<file path="config.mk">
export PLATFORM = sky130hd
export DESIGN_NAME = exe_muldiv_unit
export DESIGN_NICKNAME = d
export VERILOG_FILES = /design/src/rtl/exe_muldiv_unit.sv
export SDC_FILE = /design/constraint.sdc
export NUM_CORES = 2
export LEC_CHECK = 0
export ABC_CLOCK_PERIOD_IN_PS = 21300
export BUFFER_PORTS_ARGS = -buffer_cell sky130_fd_sc_hd__buf_2
export CAP_MARGIN = 10
export CORE_MARGIN = 4
export CORE_UTILIZATION = 45
export DETAILED_ROUTE_END_ITERATION = 8
export PLACE_DENSITY = 0.67
export SLEW_MARGIN = 20
export SYNTH_ARGS = -nofsm -noshare
export SYNTH_HDL_FRONTEND = slang
export SYNTH_SLANG_ARGS = --single-unit
</file>
<file path="constraint.sdc">
create_clock -name clk -period 21.3 [get_ports clk]
set_clock_uncertainty 0.2 [all_clocks]
set_input_delay 2.13 -clock clk [delete_from_list [all_inputs] [get_ports clk]]
set_output_delay 2.13 -clock clk [all_outputs]
set_load 0.005 [all_outputs]
</file>
<file path="src/rtl/exe_muldiv_unit.sv">
// Multi-cycle multiply/divide execute unit with architectural HI/LO registers.
// Optional: define MULDIV_DIV_EARLY_EXIT_EN for single-cycle trivial divides.
module exe_muldiv_unit #(
    parameter int DATA_W  = 32,
    parameter int MUL_LAT = 2,
    parameter int TAG_W   = 5
) (
    input  logic              clk,
    input  logic              rst,
    input  logic              flush_in,
    input  logic              in_valid,
    output logic              in_allowin,
    input  logic [2:0]        in_op,
    input  logic [DATA_W-1:0] in_src0,
    input  logic [DATA_W-1:0] in_src1,
    input  logic [TAG_W-1:0]  in_tag,
    output logic              out_valid,
    input  logic              out_allowin,
    output logic [DATA_W-1:0] out_res,
    output logic [DATA_W-1:0] out_hi,
    output logic [DATA_W-1:0] out_lo,
    output logic [TAG_W-1:0]  out_tag
);

    localparam int CNT_W = $clog2(DATA_W);

    localparam logic [1:0] ST_IDLE = 2'd0;
    localparam logic [1:0] ST_MUL  = 2'd1;
    localparam logic [1:0] ST_DIV  = 2'd2;
    localparam logic [1:0] ST_DONE = 2'd3;

    localparam logic [2:0] OP_MULT  = 3'd0;
    localparam logic [2:0] OP_MULTU = 3'd1;
    localparam logic [2:0] OP_DIV   = 3'd2;
    localparam logic [2:0] OP_DIVU  = 3'd3;
    localparam logic [2:0] OP_MFHI  = 3'd4;
    localparam logic [2:0] OP_MFLO  = 3'd5;
    localparam logic [2:0] OP_MTHI  = 3'd6;
    localparam logic [2:0] OP_MTLO  = 3'd7;

    logic [1:0]          state_reg;
    logic [CNT_W-1:0]    cnt_reg;
    logic [DATA_W-1:0]   out_res_reg;
    logic [TAG_W-1:0]    out_tag_reg;
    logic [DATA_W-1:0]   hi_reg;
    logic [DATA_W-1:0]   lo_reg;
    logic [DATA_W-1:0]   res_hi_reg;
    logic [DATA_W-1:0]   res_lo_reg;
    logic                wr_hi_reg;
    logic                wr_lo_reg;
    logic [2*DATA_W-1:0] prod_reg;
    logic [DATA_W:0]     rem_reg;
    logic [DATA_W-1:0]   quo_reg;
    logic [DATA_W-1:0]   dvs_reg;
    logic [DATA_W-1:0]   src0_reg;
    logic                neg_q_reg;
    logic                neg_r_reg;
    logic                div_zero_reg;
`ifdef MULDIV_DIV_EARLY_EXIT_EN
    logic                div_early_reg;
`endif

    logic                accept;
    logic                retire;
    logic                is_signed;
    logic                a_neg;
    logic                b_neg;
    logic [DATA_W-1:0]   a_mag;
    logic [DATA_W-1:0]   b_mag;
    logic [2*DATA_W-1:0] ext_a;
    logic [2*DATA_W-1:0] ext_b;
    logic [2*DATA_W-1:0] product;
    logic [DATA_W-1:0]   rd_hi;
    logic [DATA_W-1:0]   rd_lo;
    logic [DATA_W:0]     rem_shift;
    logic [DATA_W:0]     diff;
    logic                q_bit;
    logic [DATA_W:0]     rem_next;
    logic [DATA_W-1:0]   quo_next;
    logic [DATA_W-1:0]   div_lo;
    logic [DATA_W-1:0]   div_hi;
    logic                unused_rem;

    assign out_valid  = (state_reg == ST_DONE);
    assign in_allowin = (state_reg == ST_IDLE) || ((state_reg == ST_DONE) && out_allowin);
    assign accept     = in_valid && in_allowin;
    assign retire     = out_valid && out_allowin;

    assign out_res = out_res_reg;
    assign out_tag = out_tag_reg;
    assign out_hi  = hi_reg;
    assign out_lo  = lo_reg;

    assign is_signed = (in_op == OP_MULT) || (in_op == OP_DIV);
    assign a_neg     = is_signed && in_src0[DATA_W-1];
    assign b_neg     = is_signed && in_src1[DATA_W-1];
    assign a_mag     = a_neg ? -in_src0 : in_src0;
    assign b_mag     = b_neg ? -in_src1 : in_src1;

    // Sign/zero extension to full width makes one unsigned multiply serve both MULT and MULTU.
    assign ext_a   = {{DATA_W{a_neg}}, in_src0};
    assign ext_b   = {{DATA_W{b_neg}}, in_src1};
    assign product = ext_a * ext_b;

    // A read accepted in the same cycle the previous operation retires sees its commit.
    assign rd_hi = (retire && wr_hi_reg) ? res_hi_reg : hi_reg;
    assign rd_lo = (retire && wr_lo_reg) ? res_lo_reg : lo_reg;

    // One restoring step; the top bit of diff is the borrow.
    assign rem_shift = {rem_reg[DATA_W-1:0], quo_reg[DATA_W-1]};
    assign diff      = rem_shift - {1'b0, dvs_reg};
    assign q_bit     = ~diff[DATA_W];
    assign rem_next  = q_bit ? diff : rem_shift;
    assign quo_next  = {quo_reg[DATA_W-2:0], q_bit};

    assign div_lo = div_zero_reg ? '1 :
                    (neg_q_reg ? -quo_next : quo_next);
    assign div_hi = div_zero_reg ? src0_reg :
                    (neg_r_reg ? -rem_next[DATA_W-1:0] : rem_next[DATA_W-1:0]);

    assign unused_rem = rem_reg[DATA_W];

    always_ff @(posedge clk) begin
        if (rst) begin
            state_reg    <= ST_IDLE;
            cnt_reg      <= '0;
            out_res_reg  <= '0;
            out_tag_reg  <= '0;
            hi_reg       <= '0;
            lo_reg       <= '0;
            res_hi_reg   <= '0;
            res_lo_reg   <= '0;
            wr_hi_reg    <= 1'b0;
            wr_lo_reg    <= 1'b0;
            prod_reg     <= '0;
            rem_reg      <= '0;
            quo_reg      <= '0;
            dvs_reg      <= '0;
            src0_reg     <= '0;
            neg_q_reg    <= 1'b0;
            neg_r_reg    <= 1'b0;
            div_zero_reg <= 1'b0;
`ifdef MULDIV_DIV_EARLY_EXIT_EN
            div_early_reg <= 1'b0;
`endif
        end else if (flush_in) begin
            state_reg <= ST_IDLE;
        end else begin
            if (retire) begin
                if (wr_hi_reg) hi_reg <= res_hi_reg;
                if (wr_lo_reg) lo_reg <= res_lo_reg;
            end
            case (state_reg)
                ST_IDLE, ST_DONE: begin
                    if (accept) begin
                        out_tag_reg <= in_tag;
                        case (in_op)
                            OP_MULT, OP_MULTU: begin
                                prod_reg <= product;
                                if (MUL_LAT == 1) begin
                                    state_reg   <= ST_DONE;
                                    out_res_reg <= product[DATA_W-1:0];
                                    res_lo_reg  <= product[DATA_W-1:0];
                                    res_hi_reg  <= product[2*DATA_W-1:DATA_W];
                                    wr_hi_reg   <= 1'b1;
                                    wr_lo_reg   <= 1'b1;
                                end else begin
                                    state_reg <= ST_MUL;
                                    cnt_reg   <= CNT_W'(MUL_LAT - 2);
                                end
                            end
                            OP_DIV, OP_DIVU: begin
                                state_reg    <= ST_DIV;
                                cnt_reg      <= CNT_W'(DATA_W - 1);
                                rem_reg      <= '0;
                                quo_reg      <= a_mag;
                                dvs_reg      <= b_mag;
                                src0_reg     <= in_src0;
                                neg_q_reg    <= a_neg ^ b_neg;
                                neg_r_reg    <= a_neg;
                                div_zero_reg <= (in_src1 == '0);
`ifdef MULDIV_DIV_EARLY_EXIT_EN
                                div_early_reg <= (b_mag == '0) || (a_mag < b_mag);
`endif
                            end
                            OP_MFHI: begin
                                state_reg   <= ST_DONE;
                                out_res_reg <= rd_hi;
                                wr_hi_reg   <= 1'b0;
                                wr_lo_reg   <= 1'b0;
                            end
                            OP_MFLO: begin
                                state_reg   <= ST_DONE;
                                out_res_reg <= rd_lo;
                                wr_hi_reg   <= 1'b0;
                                wr_lo_reg   <= 1'b0;
                            end
                            OP_MTHI: begin
                                state_reg   <= ST_DONE;
                                out_res_reg <= in_src0;
                                res_hi_reg  <= in_src0;
                                wr_hi_reg   <= 1'b1;
                                wr_lo_reg   <= 1'b0;
                            end
                            OP_MTLO: begin
                                state_reg   <= ST_DONE;
                                out_res_reg <= in_src0;
                                res_lo_reg  <= in_src0;
                                wr_hi_reg   <= 1'b0;
                                wr_lo_reg   <= 1'b1;
                            end
                        endcase
                    end else if (retire) begin
                        state_reg <= ST_IDLE;
                    end
                end
                ST_MUL: begin
                    if (cnt_reg == '0) begin
                        state_reg   <= ST_DONE;
                        out_res_reg <= prod_reg[DATA_W-1:0];
                        res_lo_reg  <= prod_reg[DATA_W-1:0];
                        res_hi_reg  <= prod_reg[2*DATA_W-1:DATA_W];
                        wr_hi_reg   <= 1'b1;
                        wr_lo_reg   <= 1'b1;
                    end else begin
                        cnt_reg <= cnt_reg - CNT_W'(1);
                    end
                end
                ST_DIV: begin
`ifdef MULDIV_DIV_EARLY_EXIT_EN
                    if (div_early_reg) begin
                        state_reg   <= ST_DONE;
                        out_res_reg <= div_zero_reg ? '1 : '0;
                        res_lo_reg  <= div_zero_reg ? '1 : '0;
                        res_hi_reg  <= src0_reg;
                        wr_hi_reg   <= 1'b1;
                        wr_lo_reg   <= 1'b1;
                    end else
`endif
                    if (cnt_reg == '0) begin
                        // Sign fix-up folds into the final iteration's transition.
                        state_reg   <= ST_DONE;
                        out_res_reg <= div_lo;
                        res_lo_reg  <= div_lo;
                        res_hi_reg  <= div_hi;
                        wr_hi_reg   <= 1'b1;
                        wr_lo_reg   <= 1'b1;
                    end else begin
                        rem_reg <= rem_next;
                        quo_reg <= quo_next;
                        cnt_reg <= cnt_reg - CNT_W'(1);
                    end
                end
                default: state_reg <= ST_IDLE;
            endcase
        end
    end

endmodule

</file>
Word level (Yosys, flattened, before mapping)
Cells that the tools add are included.
{ "op_classes": {"n_addsub": 6, "n_mul": 1, "n_div": 0, "order_cmp": 0, "eq_ne": 24, "shift": 0, "muxes": 46, "bitwise": 3, "n_reduce_logical": 35} }
{ "ops": {"columns": ["operator", "count"], "rows": [
  ["two-way mux 32 bit", 24],
  ["case mux 32 bit (3 select lines)", 4],
  ["negator 32 bit", 4],
  ["case mux 32 bit (2 select lines)", 2],
  ["multiplier 33 x 33 -> 64 bit", 1],
  ["subtractor 33 x 32 -> 33 bit", 1],
  ["zero test 32 bit", 1],
  ["case mux 5 bit (2 select lines)", 2],
  ["AND reduction 4 bit", 5],
  ["AND reduction 5 bit", 4],
  ["== test 3 bit, second input constant", 4],
  ["OR reduction 2 bit", 6],
  ["two-way mux 5 bit", 2],
  ["inequality test 2 bit, second input constant", 5],
  ["AND reduction 3 bit", 3],
  ["inequality test 2 x 1 -> 1 bit, second input constant", 4],
  ["case mux 1 bit (2 select lines)", 4],
  ["== test 3 x 2 -> 1 bit, second input constant", 2],
  ["logical AND 1 bit", 6],
  ["two-way mux 2 bit", 3],
  ["inequality test 3 x 2 -> 1 bit, second input constant", 2],
  ["case mux 2 bit (3 select lines)", 1],
  ["OR reduction 3 bit", 2],
  ["zero test 5 bit", 1],
  ["17 further kinds", 22]
]} }
{ "totals": {"register_bits": 369, "latchBits": 0, "mem_bits_rw": 0, "romBits": 0, "in_bits": 77, "out_inout_bits": 103, "elab_cells": 133, "memories": 0} }

Logic depth before layout (Yosys ltp)
{ "depth": {"depth_word": 7, "depth_mapped": 35, "depth_no_buf": 31} }

Worst setup path after synthesis
No wires, ideal clock.
{ "synth_path": {"path_type": "input-to-reg", "start": "input in_op[2]", "end": "register prod_reg[59]", "setup_ns": 0.132, "arrival_time_ns": 10.463, "required_time_ns": 20.968, "slack_ns": 10.505, "cell_stages": 32, "path_buffers": 4, "cell_sequence": "clkbuf_1 > nor2_1 > and2_1 > clkbuf_1 > clkbuf_1 > buf_1 > nand2_1 > inv_1 > fa_1 > fa_1 > fa_1 > inv_1 > fa_1 > inv_1 > fa_1 > fa_1 > inv_1 > fa_1 > fa_1 > inv_1 > ha_1 > a21o_1 > a21o_1 > a21o_1 > a21oi_1 > o21ai_0 > a211oi_1 > o21ai_0 > o221a_2 > xor2_1 > nand2_1 > a21oi_1"} }
{ "synth_via": {"elab_chain_len": 4, "word_cells_on_any_way": 9, "classes_between": "mul (1); eq/ne (2); reduce/logical (6)"} }
{ "synth_rtl": {"columns": ["element", "line_no", "source"], "rows": [
  ["from (decl)", "13", "input logic [2:0] in_op,"],
  ["== test 3 x 2 -> 1 bit or zero test 3 bit (tied branches)", "94, 157", null],
  ["logical OR 1 bit", "94", "assign is_signed = (in_op == OP_MULT) || (in_op == OP_DIV);"],
  ["logical AND 1 bit, on equally long branches", "95, 96", null],
  ["multiplier 33 x 33 -> 64 bit", "103", "assign product = ext_a * ext_b;"],
  ["to (signal assigned)", "159", "prod_reg <= product;"],
  ["to (decl)", "51", "logic [2*DATA_W-1:0] prod_reg;"]
]} }
Several ways; a longest one is shown, not always the timed one.
A chain may end at the register's enable or synchronous reset.

Final worst setup path
{ "layout_path": {"start": "input in_op[2]", "end": "register prod_reg[56]"} }
The elaborated chain is that of the path after synthesis.

==> results.json <==
{
  "status": "complete, no violations",
  "die_x_um": 370,
  "worst_r2r_startpoint": "quo_reg[31]",
  "synthArstFlopShare_pct": 0,
  "critical_path_arrival_ns": 11.91,
  "ys.flop_type": "dfxtp_1",
  "drc": 0,
  "finalNonFillerCells": 8806,
  "grt_pass1_wl_mm": 304,
  "fin_setup_tns_ns": 0,
  "grt_pass1_vias": 51200,
  "yosys_register_bits": 369,
  "io_pins": 180,
  "endpoint_kind": "register",
  "routed_via_density": 5.69,
  "grt_setup_unrepaired": "false",
  "ys_seq_area_share_pct": 12.5,
  "cts_hold_buffers": 0,
  "cap_violations": 0,
  "worstSetupPathType": "in -> reg",
  "start_util_pct": 45.5,
  "cts_made_buffers": 44,
  "grt_max_degree": 104,
  "grt_overflow": 0,
  "cts_resized": 0,
  "wl_per_cell_um": 22.1,
  "yosys-top-cells-count": "1,497 x nand2_1, 1,183 x inv_1, 1,126 x fa_1, 456 x a21oi_1, 376 x clkbuf_1",
  "reg2reg_depth": 20,
  "r2r-end": "res_hi_reg[14]",
  "synth_nets": 8653,
  "antenna_found_initial": 10,
  "clock-sinks": 369,
  "cts_tree": "built",
  "fin_nets": 8482,
  "largest_reg_flops": 64,
  "cp_slowest_stage_delay_ns": 0.80,
  "synth_cell_type_count": 97,
  "synth_area_leaders": "fa_1 38%, dfxtp_1 12%, nand2_1 9.5%, inv_1 7.5%, ha_1 5.4%",
  "hold_depth": 2,
  "drt_iter0_drc": 5317,
  "relSlewSlack_pct": 25.0,
  "period_minus_slack_ns": 11.63,
  "place_hpwl_mm": 145,
  "hold_violations": 0,
  "clkSlewWorstSetupHoldPaths_ns": 0.06,
  "synth_edf_count": 0,
  "core_mm2": 0.130,
  "fmax_ghz": 0.0860,
  "dpl.cell_count": 8721,
  "drtAntennaViolNets": 0,
  "critPathLaunchType": "input port",
  "first_pass_iters": 6,
  "track_usage_pct": 28.6,
  "cp_max_fo": 24,
  "syn_inst": 7196,
  "finalSetupViolCount": 0,
  "worstSetupStartpoint": "in_op[2]",
  "num_vias": 50100,
  "critPathSlowestCell": "a2111oi_0",
  "syn_avg_cell_area_um2": 8.21,
  "port-buffer-count": 179,
  "post-cts-setup-buffer-count": 0,
  "yosysMostFrequentCell": "nand2_1",
  "insertion_delay_ns": 0.59,
  "crit_top_cell": "fa_1",
  "cts_root_buf": "clkbuf_16",
  "crit_end": "prod_reg[56]",
  "die_y_um": 370,
  "yosys_warnings": 0,
  "fin_crit_sh_pct": 54.6,
  "htreeDepth": 2,
  "drive_above_1_share_pct": 5.72,
  "worst_slew_pin_slew_ns": 1.12,
  "wirelength_mm": 195,
  "hp-class": "reg -> reg",
  "yosys.area.top_type": "fa_1",
  "yosys.area.top_type_share_pct": 38.1,
  "clk_path_buf_depth": 3,
  "slew_violations": 0,
  "r2r_setup_slack_ns": 14.71,
  "synthToLayoutAreaGrowth_pct": 5.96,
  "gp_congestion": 0.956,
  "synth_area_mm2": 0.0591,
  "die_area_mm2": 0.137,
  "rows": 132,
  "cp.required_ns": 21.58
}
through the flow:
| stage | util [%] | setup WS, ns | instance area (µm²) | hold slack, ns |
|---|---|---|---|---|
| finish | 48.2 | 9.67 | 62600 | 0.254 |
| global route | 48.2 | 9.32 | 62600 | 0.273 |
| CTS | 48.2 | 9.81 | 62600 | 0.253 |
| detailed placement | 47.0 | 9.22 | 61100 | 0.246 |
| global placement | 47.0 | 9.35 | 61100 | 0.242 |
| floorplan | - | 10.50 | 59100 | 0.227 |
metal layers:
layer / vias to the layer above / wire, µm / share of wire (%) / global-route usage [%]
li1: 21900 / - / - / -
met1: 25100 / 77400 / 40 / 38.7
met2: 2635 / 86400 / 44 / 44.5
met3: 436 / 21600 / 11 / 6.37
met4: 4 / 9410 / 4.8 / 11.4
met5: - / 17 / 0.0087 / 0
layout by cell type, fill, tap and decap left out, types with 47 or more instances in the layout:
cell type | Yosys | routed
a21oi_1 | 456 | 456
nand2_1 | 1497 | 1495
inv_1 | 1183 | 1183
ha_1 | 254 | 251
a211oi_1 | 47 | 47
nor2_1 | 324 | 319
and3_1 | 64 | 64
nor3_1 | 81 | 80
a21o_1 | 60 | 60
xnor2_1 | 126 | 126
nand3_1 | 63 | 62
and2_1 | 297 | 297
xor2_1 | 73 | 73
buf_4 | 0 | 88
fa_1 | 1126 | 1126
dfxtp_1 | 369 | 369
buf_2 | 12 | 178
o21ai_0 | 178 | 177
final cells by class:
type	instances	area (µm²)
Clock inverter	20	249
Fill cell	12500	67400
Inverter	1186	4450
Tap cell	1742	2180
Antenna cell	3	7.51
Timing Repair Buffer	268	1580
Clock buffer	62	1280
Sequential cell	369	7390
Multi-Input combinational cell	5156	45500
worst max-delay path, delay by kind of cell:
kind | cells | cell delay [ns]
buf+inv | 10 | 1.45
compound gates | 10 | 2.97
simple gates | 5 | 1.18
fa+ha+maj | 9 | 4.13
kinds of logic (layout without fill, tap and decap cells):
| family | count (synthesis) | count (layout) | synth area share [%] |
|---|---|---|---|
| and+or+nand+nor | 2490 | 2490 | 18.5 |
| buffers and inverters | 1671 | 1536 | 10.7 |
| adders and majority gates | 1380 | 1380 | 43.5 |
| AOI/OAI and AO/OA | 1063 | 1063 | 11.4 |
| DFF | 369 | 369 | 12.5 |
| xor gates and xnor gates | 199 | 199 | 2.95 |
| muxes | 24 | 24 | 0.413 |
| other | 0 | 3 | 0 |
worst min path at each step:
stage / start / end / slack, ns
6_report: dvs_reg[21] / dvs_reg[21] / 0.25
5_1_grt: src0_reg[10] / src0_reg[10] / 0.27
4_1_cts: dvs_reg[21] / dvs_reg[21] / 0.25
3_5_place_dp: dvs_reg[21] / dvs_reg[21] / 0.25
3_3_place_gp: src0_reg[13] / src0_reg[13] / 0.24
2_1_floorplan: prod_reg[36] / prod_reg[36] / 0.23
Power is left out: the tool's default activity adds up to more than one toggle a clock period on the data nets, which glitch-free logic cannot reach.
